File: src/rtl/sequencer_adcscan.sv
// ADC scan sequencer: walks a static list of channels, issues one command per
// enabled entry, waits for the matching result (or a timeout) and loops while enabled.
module sequencer_adcscan #(
    parameter int SCAN_LEN     = 4,
    parameter int TIMEOUT_CLKS = 255
) (
    input  logic                  CLOCK,
    input  logic                  RESET_N,
    input  logic                  ENABLE,
    input  logic [SCAN_LEN*5-1:0] SCAN_LIST,
    input  logic                  ERR_CLR,
    output logic                  cmd_valid,
    output logic [4:0]            cmd_channel,
    output logic                  cmd_sop,
    output logic                  cmd_eop,
    input  logic                  cmd_ready,
    input  logic                  rsp_valid,
    input  logic [4:0]            rsp_channel,
    output logic                  BUSY,
    output logic                  SCAN_DONE,
    output logic                  TIMEOUT_ERR,
    output logic [4:0]            ERR_CHAN
);

    localparam int               CNT_W    = $clog2(TIMEOUT_CLKS + 1);
    localparam logic [4:0]       LAST_IDX = 5'(SCAN_LEN - 1);
    localparam logic [CNT_W-1:0] CNT_LAST = CNT_W'(TIMEOUT_CLKS - 1);
    localparam logic [4:0]       DISABLED = 5'd31;

    typedef enum logic [1:0] {
        IDLE     = 2'd0,
        ISSUE    = 2'd1,
        WAIT_RSP = 2'd2
    } state_t;

    state_t           state_r;
    state_t           state_s;
    logic [4:0]       idx_r;
    logic [4:0]       idx_s;
    logic [CNT_W-1:0] cnt_r;
    logic [CNT_W-1:0] cnt_s;
    logic [4:0]       entry_tab [32];
    logic [4:0]       cur_entry_s;
    logic [4:0]       nxt_entry_s;
    logic             complete_s;
    logic             timeout_s;
    logic             done_s;
    logic             issue_s;

    // Slots beyond SCAN_LEN read as disabled so idx can index a fixed table.
    genvar k;
    generate
        for (k = 0; k < 32; k++) begin : g_entry
            if (k < SCAN_LEN) begin : g_used
                assign entry_tab[k] = SCAN_LIST[5*k +: 5];
            end else begin : g_unused
                assign entry_tab[k] = DISABLED;
            end
        end
    endgenerate

    assign cur_entry_s = entry_tab[idx_r];
    assign nxt_entry_s = entry_tab[idx_s];
    assign issue_s     = (state_s == ISSUE) && (nxt_entry_s != DISABLED);

    // Next state, index and wait counter; completion decides scan wrap or early stop.
    always_comb begin
        state_s    = state_r;
        idx_s      = idx_r;
        cnt_s      = cnt_r;
        complete_s = 1'b0;
        timeout_s  = 1'b0;
        done_s     = 1'b0;
        case (state_r)
            IDLE: begin
                if (ENABLE) begin
                    state_s = ISSUE;
                    idx_s   = 5'd0;
                end else begin
                    state_s = IDLE;
                end
            end
            ISSUE: begin
                if (cur_entry_s == DISABLED) begin
                    complete_s = 1'b1;
                end else if (cmd_valid && cmd_ready) begin
                    state_s = WAIT_RSP;
                    cnt_s   = {CNT_W{1'b0}};
                end else begin
                    state_s = ISSUE;
                end
            end
            WAIT_RSP: begin
                if (rsp_valid && (rsp_channel == cur_entry_s)) begin
                    complete_s = 1'b1;
                end else if (cnt_r == CNT_LAST) begin
                    cnt_s      = cnt_r + CNT_W'(1);
                    timeout_s  = 1'b1;
                    complete_s = 1'b1;
                end else begin
                    cnt_s = cnt_r + CNT_W'(1);
                end
            end
            default: begin
                state_s = IDLE;
                idx_s   = 5'd0;
            end
        endcase

        if (complete_s) begin
            if (idx_r == LAST_IDX) begin
                done_s  = 1'b1;
                idx_s   = 5'd0;
                state_s = ENABLE ? ISSUE : IDLE;
            end else if (ENABLE) begin
                idx_s   = idx_r + 5'd1;
                state_s = ISSUE;
            end else begin
                idx_s   = 5'd0;
                state_s = IDLE;
            end
        end else begin
            done_s = 1'b0;
        end
    end

    // State registers; command outputs are registered decodes of the next state and index.
    always_ff @(posedge CLOCK or negedge RESET_N) begin
        if (!RESET_N) begin
            state_r     <= IDLE;
            idx_r       <= 5'd0;
            cnt_r       <= {CNT_W{1'b0}};
            cmd_valid   <= 1'b0;
            cmd_channel <= 5'd0;
            cmd_sop     <= 1'b0;
            cmd_eop     <= 1'b0;
            BUSY        <= 1'b0;
            SCAN_DONE   <= 1'b0;
            TIMEOUT_ERR <= 1'b0;
            ERR_CHAN    <= 5'd0;
        end else begin
            state_r     <= state_s;
            idx_r       <= idx_s;
            cnt_r       <= cnt_s;
            cmd_valid   <= issue_s;
            cmd_channel <= issue_s ? nxt_entry_s : 5'd0;
            cmd_sop     <= issue_s && (idx_s == 5'd0);
            cmd_eop     <= issue_s && (idx_s == LAST_IDX);
            BUSY        <= (state_s != IDLE);
            SCAN_DONE   <= done_s;
            // A timeout outranks a coincident clear.
            if (timeout_s) begin
                TIMEOUT_ERR <= 1'b1;
                ERR_CHAN    <= cur_entry_s;
            end else if (ERR_CLR) begin
                TIMEOUT_ERR <= 1'b0;
                ERR_CHAN    <= ERR_CHAN;
            end else begin
                TIMEOUT_ERR <= TIMEOUT_ERR;
                ERR_CHAN    <= ERR_CHAN;
            end
        end
    end

endmodule

File: config.mk
export PLATFORM = sky130hd
export DESIGN_NAME = sequencer_adcscan
export DESIGN_NICKNAME = d
export VERILOG_FILES = /design/src/rtl/sequencer_adcscan.sv
export SDC_FILE = /design/constraint.sdc
export NUM_CORES = 1
export LEC_CHECK = 0
export CELL_PAD_IN_SITES_DETAIL_PLACEMENT = 2
export CELL_PAD_IN_SITES_GLOBAL_PLACEMENT = 2
export CORE_MARGIN = 3
export CORE_UTILIZATION = 31
export CTS_CLUSTER_SIZE = 25
export DETAILED_ROUTE_END_ITERATION = 6
export PLACE_DENSITY_LB_ADDON = 0.1
export SLEW_MARGIN = 20
export SYNTH_ARGS = -nofsm -noshare
export SYNTH_HDL_FRONTEND = slang
export SYNTH_SLANG_ARGS = --single-unit
File: constraint.sdc
create_clock -name CLOCK -period 3.6 [get_ports CLOCK]
set_input_delay 0.54 -clock CLOCK [delete_from_list [all_inputs] [get_ports CLOCK]]
set_output_delay 0.54 -clock CLOCK [all_outputs]
set_load 0.05 [all_outputs]
==> flow_summary_export.csv, run 1 <==
group,metric,value,unit
run_status,status,"finished, final reports clean",
floorplan,core.rowCount,29,
finish,final_cells,403,
synth,async_flop_share,100,%
detailed_routing,vias_per_cell,5.47,
global_route,grt.total_usage,20.2,%
setup_path,cp-start-kind,"primary input",
detailed_routing,vias,2203,
clocking,cts_tree,"built",
setup_path,reg2reg_depth,12,
worst_hold_path,hold_depth,2,
floorplan,coreArea,6530,um^2
finish,antenna_cells,0,
detailed_routing,postRouteAntennaNets,0,
setup_path,path_cells,"clkdlybuf4s50_1, mux4_2, mux2i_2, nor4_4, buf_4, and2_4, a311oi_4, clkbuf_16, mux2i_1, mux2_2, nor4_4, buf_6, nor3_1",
power,p_leak,1.57,nW
setup_path,crit_slowest_cell,"mux4_2",
detailed_routing,drt-total-wl,8350,um
sta,finalClockSkew,9.32,ps
synth,ys_top_cells_by_count,"dfrtp_1 (31), nand2_1 (29), nor2_1 (21)",
synth,synth_top_cell_by_area,"dfrtp_1",
floorplan,die-height,89.5,um
clocking,numClockSinks,31,
finish,fin_area,3270,um^2
synth,yosys_warnings,0,
synth,yosysMostFrequentCell,"dfrtp_1",
sta,period_share,98.5,%
sta,slew_headroom,66.3,%
global_route,grt_max_degree,32,
detailed_routing,drc,0,
sta,finalSetupViolations,0,
setup_path,path_class,"in -> reg",
worst_hold_path,hp-class,"reg -> reg",
clocking,clock_latency,290,ps
clocking,clk_pin_slew,70,ps
synth,synth_area,2160,um^2
clocking,cts-buffers-inserted,5,
finish,final_nets,363,
synth,syn_avg_cell_area,9.35,um^2
power,powerDensity,757,nW/um^2
finish,area_delta_synth_final,51.5,%
finish,multi_input_area,1370,um^2
synth,synth_edf_count,0,
sta,timing_max_transition_violations_final,0,
power,seqPwrFrac,19.4,%
power,pwr-share-comb,69.2,%
detailed_routing,routedWlPerCell,20.7,um
power,intPower,0.00134,W
placed_design,place_congestion,0.822,
global_route,grt_overflow,0,
setup_path,crit_path_max_incr_delay,550,ps
global_route,antenna_found_initial,0,
placed_design,dp_hpwl,5820,um
floorplan,ios,47,
clocking,holdBufCountCts,0,
power,netSwitchingFraction,45.8,%
synth,ys_seq_area_share,35.9,%
synth,yosysUniqueCellTypes,52,
detailed_routing,drt-initial-drc-count,70,
clocking,htree_num_levels,2,
detailed_routing,first_pass_iters,4,
power,p_switching,0.00114,W
sta,tightest_slew,504,ps
sta,hold_violations,0,
placed_design,place_area,3000,um^2
synth,synth_area_leaders,"dfrtp_1 (36%), mux2i_1 (5.6%), nand2_1 (5.0%)",
sta,maxClockFrequency,0.282,GHz
synth,synth_seq_cells,31,
synth,synthCells,231,
setup_path,crit_required,3790,ps
floorplan,initial_core_util,33.1,%
clocking,clock_path_buffers,2,
setup_path,crit_top_cell,"nor4_4",
floorplan,die_w,89.5,um
power,p_total,0.00248,W
setup_path,crit_arrival,3730,ps
synth,synth_top_area_share,35.9,%
placed_design,portBuffers,46,
floorplan,dieArea,8000,um^2
sta,period_needed,3550,ps
finish,fillers,701,
global_route,grt_pass1_vias,2346,
synth,synthFlopType,"dfrtp_1",
clocking,ctsRootBufferMaster,"clkbuf_8",
finish,drive_gt1_share,26.4,%
job,cap_violations,0,
power,clock_power_share,11.3,%
setup_path,worst-path-max-fanout,8,
finish,ff_latch_area,777,um^2
power,worst_ir_drop_vdd,0.000341,V
global_route,grt_pass1_wl,12300,um
placed_design,dp.cells,389,
setup_path,end_kind,"register",
synth,synth_fp_nets,269,
[layout make-up]
class | count | area share (%)
multi-input cells | 181 | 41.7
inverters | 10 | 1.15
clock inverters | 1 | 0.153
flip-flops and latches | 31 | 23.7
repair buffers | 96 | 28.0
clock buffers | 7 | 2.33
well taps | 77 | 2.94
[metal layers]
| layer | vias up | part of all wire [%] | global-route usage, % | wire length, um |
|---|---|---|---|---|
| li1 | 1030 | - | - | - |
| met1 | 1120 | 42 | 23.6 | 3520 |
| met2 | 41 | 53 | 38.4 | 4460 |
| met3 | 12 | 2.7 | 3.04 | 223 |
| met4 | 0 | 1.7 | 4.87 | 145 |
| met5 | - | 0 | 0 | 0 |
[power groups by stage]
stage	combinational [W]	sequential [W]	clock [W]
6_report	0.00172	0.000481	0.000281
5_1_grt	0.00184	0.000488	0.000301
4_1_cts	0.00156	0.000479	0.000286
3_5_place_dp	0.00151	0.000483	0
3_3_place_gp	0.00147	0.000481	0
2_1_floorplan	0.000828	0.000597	0
[logic make-up (layout without fill, tap and decap cells)]
group,count (synthesis),after routing,share of synthesized area (%)
adder cells (fa/ha/maj),7,7,4.06
XOR/XNOR,8,8,3.24
flip-flops,31,31,35.9
multiplexers,21,21,13.4
buffers and inverters,19,114,4.29
AO/OA/AOI/OAI,43,43,13.8
AND/OR/NAND/NOR,102,102,25.3
[flip-flops by register name (all words and copies together) (netlist names)]
register	flops
cmd_eop	1
cnt_r	8
cmd_sop	1
BUSY	1
SCAN_DONE	1
TIMEOUT_ERR	1
cmd_valid	1
ERR_CHAN	5
state_r	2
cmd_channel	5
idx_r	5
[critical path, delay by kind of cell]
| family | cells | cell delay, ps |
|---|---|---|
| multiplexers | 4 | 1300 |
| AO/OA/AOI/OAI | 1 | 400 |
| AND/OR/NAND/NOR | 4 | 530 |
| buffers and inverters | 4 | 950 |
[stage by stage]
step	util (%)	TNS [ps]	hold WS [ps]	setup slack, ps
floorplan	-	0	244	255
finish	50.1	0	483	53.2
global placement	46.0	-2030	462	-261
CTS	47.5	0	491	1.52
detailed placement	46.0	-3190	475	-404
global route	50.1	-281	538	-84.5
[worst paths after layout]
kind / start / slack (ps) / to
worst max-delay path: SCAN_LIST[3] / 50 / cmd_channel[2]$_DFF_PN0_
min in group asynchronous: RESET_N / 650 / cnt_r[3]$_DFFE_PN0P_
max in group asynchronous: RESET_N / 2630 / idx_r[0]$_DFF_PN0_
worst min-delay path: ERR_CHAN[1]$_DFFE_PN0P_ / 480 / ERR_CHAN[1]$_DFFE_PN0P_
worst min register to register: ERR_CHAN[1]$_DFFE_PN0P_ / 480 / ERR_CHAN[1]$_DFFE_PN0P_
worst max register to register: idx_r[1]$_DFF_PN0_ / 70 / cmd_channel[2]$_DFF_PN0_
[timing repair]
| action | CTS | global route |
|---|---|---|
| buffers inserted | 1 | 5 |
| gates resized for setup | 3 | 34 |
| pin swaps | 1 | 11 |
| endpoints found under the setup margin | 8 | 8 |
| gates cloned | 0 | 1 |
[layout by cell type (no fill, tap or decap), drive strengths merged, types with 2 or more instances in the layout]
cell type | Yosys | routed
dfrtp | 31 | 31
nand4 | 5 | 5
and3 | 5 | 5
ha | 7 | 7
nand2b | 2 | 2
a211oi | 2 | 2
nor4 | 5 | 5
clkdlybuf4s50 | 0 | 28
a2111oi | 3 | 3
nand3 | 12 | 12
nor3b | 2 | 2
mux2 | 4 | 4
a31oi | 2 | 2
inv | 10 | 10
mux2i | 12 | 12
nand3b | 4 | 4
clkbuf | 4 | 8
or2 | 2 | 2
dlymetal6s2s | 0 | 18
xnor2 | 3 | 3
or3 | 4 | 4
nand2 | 30 | 30
o21ai | 18 | 18
nor2 | 22 | 22
nor3 | 4 | 4
mux4 | 5 | 5
xor2 | 5 | 5
a21oi | 7 | 7
buf | 5 | 49
(Power assumes the default switching activity.)
==> run 2: changes to the inputs <==
--- a/config.mk
+++ b/config.mk
@@ -7,7 +7,6 @@
 export LEC_CHECK = 0
 export CELL_PAD_IN_SITES_DETAIL_PLACEMENT = 2
 export CELL_PAD_IN_SITES_GLOBAL_PLACEMENT = 2
-export CORE_MARGIN = 3
 export CORE_UTILIZATION = 31
 export CTS_CLUSTER_SIZE = 25
 export DETAILED_ROUTE_END_ITERATION = 6
==> flow_summary_export.csv, run 2 (synthesis gave the netlist of run 1 again) <==
group,metric,value,unit
worst_hold_path,hp-class,"reg -> reg",
clocking,cts-buffers-inserted,5,
sta,slew_headroom,66.2,%
placed_design,place_area,3020,um^2
setup_path,worst-path-max-fanout,8,
finish,largest_reg_flops,8,
power,p_leak,1.52,nW
sta,finalSetupViolations,0,
setup_path,startpoint,"SCAN_LIST[17]",
setup_path,crit_arrival,3730,ps
setup_path,path_class,"in -> reg",
setup_path,r2r-start,"idx_r[0]$_DFF_PN0_",
floorplan,coreArea,6760,um^2
clocking,ctsRootBufferMaster,"clkbuf_8",
sta,period_needed,3560,ps
global_route,grt_max_degree,32,
finish,fin_area,3330,um^2
global_route,antenna_found_initial,1,
detailed_routing,routedWlPerCell,19.1,um
power,worst_ir_drop_vdd,0.000418,V
detailed_routing,drt-initial-drc-count,70,
finish,final_nets,367,
setup_path,r2r_end,"cmd_channel[1]$_DFF_PN0_",
run_status,status,"finished, final reports clean",
sta,maxClockFrequency,0.281,GHz
floorplan,die_w,85.5,um
sta,period_share,98.9,%
power,powerDensity,768,nW/um^2
clocking,cts_tree,"built",
sta,timing_max_transition_violations_final,0,
placed_design,place_congestion,0.808,
clocking,numClockSinks,31,
clocking,clk_pin_slew,80,ps
floorplan,initial_core_util,32.0,%
global_route,grt_pass1_vias,2340,
worst_hold_path,holdCritStartpoint,"ERR_CHAN[3]$_DFFE_PN0P_",
setup_path,r2r_slack,100,ps
floorplan,die-height,85.5,um
floorplan,core.rowCount,30,
clocking,htree_num_levels,2,
setup_path,end_kind,"register",
sta,hold_violations,0,
detailed_routing,first_pass_iters,4,
sta,tightest_slew,505,ps
clocking,clock_path_buffers,2,
worst_hold_path,holdPathEnd,"ERR_CHAN[3]$_DFFE_PN0P_",
finish,area_delta_synth_final,54.0,%
finish,drive_gt1_share,27.9,%
job,cap_violations,0,
global_route,grt.total_usage,22.0,%
detailed_routing,vias,2195,
detailed_routing,vias_per_cell,5.34,
floorplan,dieArea,7300,um^2
detailed_routing,postRouteAntennaNets,0,
sta,hold_ws,480,ps
global_route,grt_pass1_wl,12400,um
finish,layout_commonest_cell,"buf_4",
clocking,holdBufCountCts,0,
setup_path,reg2reg_depth,13,
clocking,clock_latency,290,ps
global_route,grt_overflow,0,
worst_hold_path,hold_depth,2,
finish,layout_common_cells,"buf_4 (49), clkdlybuf4s50_1 (36), dfrtp_1 (30)",
floorplan,ios,47,
sta,setup_tns,0,ps
setup_path,crit_required,3770,ps
placed_design,dp_hpwl,5510,um
detailed_routing,drc,0,
setup_path,cp-start-kind,"primary input",
placed_design,portBuffers,46,
finish,regMostFlops,"cnt_r",
sta,finalClockSkew,8.59,ps
detailed_routing,drt-total-wl,7840,um
[run 2: cell count changes in the layout (fill, tap and decap cells not counted), moves of 2 or more]
cell	before	now
a2111oi_1	2	0
clkdlybuf4s50_1	28	36
buf_4	47	49
dlymetal6s2s_1	18	10
[run 2: worst max path at each step]
stage | end | cells past startpoint
finish | cmd_channel[1]$_DFF_PN0_ | 12
CTS | cmd_channel[2]$_DFF_PN0_ | 13
global route | cmd_channel[1]$_DFF_PN0_ | 12
detailed placement | cmd_channel[4]$_DFF_PN0_ | 13
global placement | cmd_channel[1]$_DFF_PN0_ | 13
floorplan | cmd_eop$_DFF_PN0_ | 11
[run 2: per-layer routing]
metal / global-route usage [%] / wire length, um
met1: 27.4 / 3440
met2: 39.1 / 4100
met3: 3.89 / 191
met4: 5.91 / 104
met5: 0 / 0
[run 2: area by class of cell]
| type | count | area, um^2 |
|---|---|---|
| fillers | 721 | 3430 |
| multi-input cells | 181 | 1390 |
| repair buffers | 100 | 941 |
| flip-flops and latches | 31 | 777 |
| well taps | 80 | 100 |
| clock buffers | 7 | 76.3 |
| inverters | 10 | 37.5 |
| clock inverters | 1 | 5.00 |
| diodes | 1 | 2.50 |
[run 2: repair_timing]
item / 4_1_cts / 5_1_grt
buffers inserted: 0 / 9
gates resized for setup: 3 / 31
hold endpoints to repair: 0 / 0
pin swaps: 0 / 10
endpoints found under the setup margin: 8 / 8
gates cloned: 0 / 1
[run 2: critical path, stage by stage]
cell,delay (ps)
clkdlybuf4s50_1,420
mux4_2,530
buf_4,180
o22ai_1,220
nor4_4,110
buf_4,150
a21o_1,190
o311a_1,460
mux2_4,370
nor4_4,300
buf_6,190
a2111oi_4,60
[run 2: metrics by stage]
step,std cells,utilization [%],total power [W],worst slack [ps]
finish,411,49.2,0.00255,40.1
floorplan,231,-,0.00142,255
global route,411,49.2,0.00271,-44.5
global placement,392,44.7,0.00197,-286
detailed placement,392,44.7,0.00202,-404
CTS,400,46.1,0.00236,6.78
[run 2: power by group]
group	total, W	switching, W	internal (W)
logic	0.00180	0.000944	0.000856
registers	0.000477	0.0000579	0.000419
clock network	0.000277	0.000141	0.000136
==> run 3: changes to the inputs <==
--- a/config.mk
+++ b/config.mk
@@ -5,10 +5,10 @@
 export SDC_FILE = /design/constraint.sdc
 export NUM_CORES = 1
 export LEC_CHECK = 0
+export CAP_MARGIN = 10
 export CELL_PAD_IN_SITES_DETAIL_PLACEMENT = 2
 export CELL_PAD_IN_SITES_GLOBAL_PLACEMENT = 2
 export CORE_UTILIZATION = 31
-export CTS_CLUSTER_SIZE = 25
 export DETAILED_ROUTE_END_ITERATION = 6
 export PLACE_DENSITY_LB_ADDON = 0.1
 export SLEW_MARGIN = 20
==> results of run 3 <==
The final DEF is identical to that of run 2; final timing and power are the same.
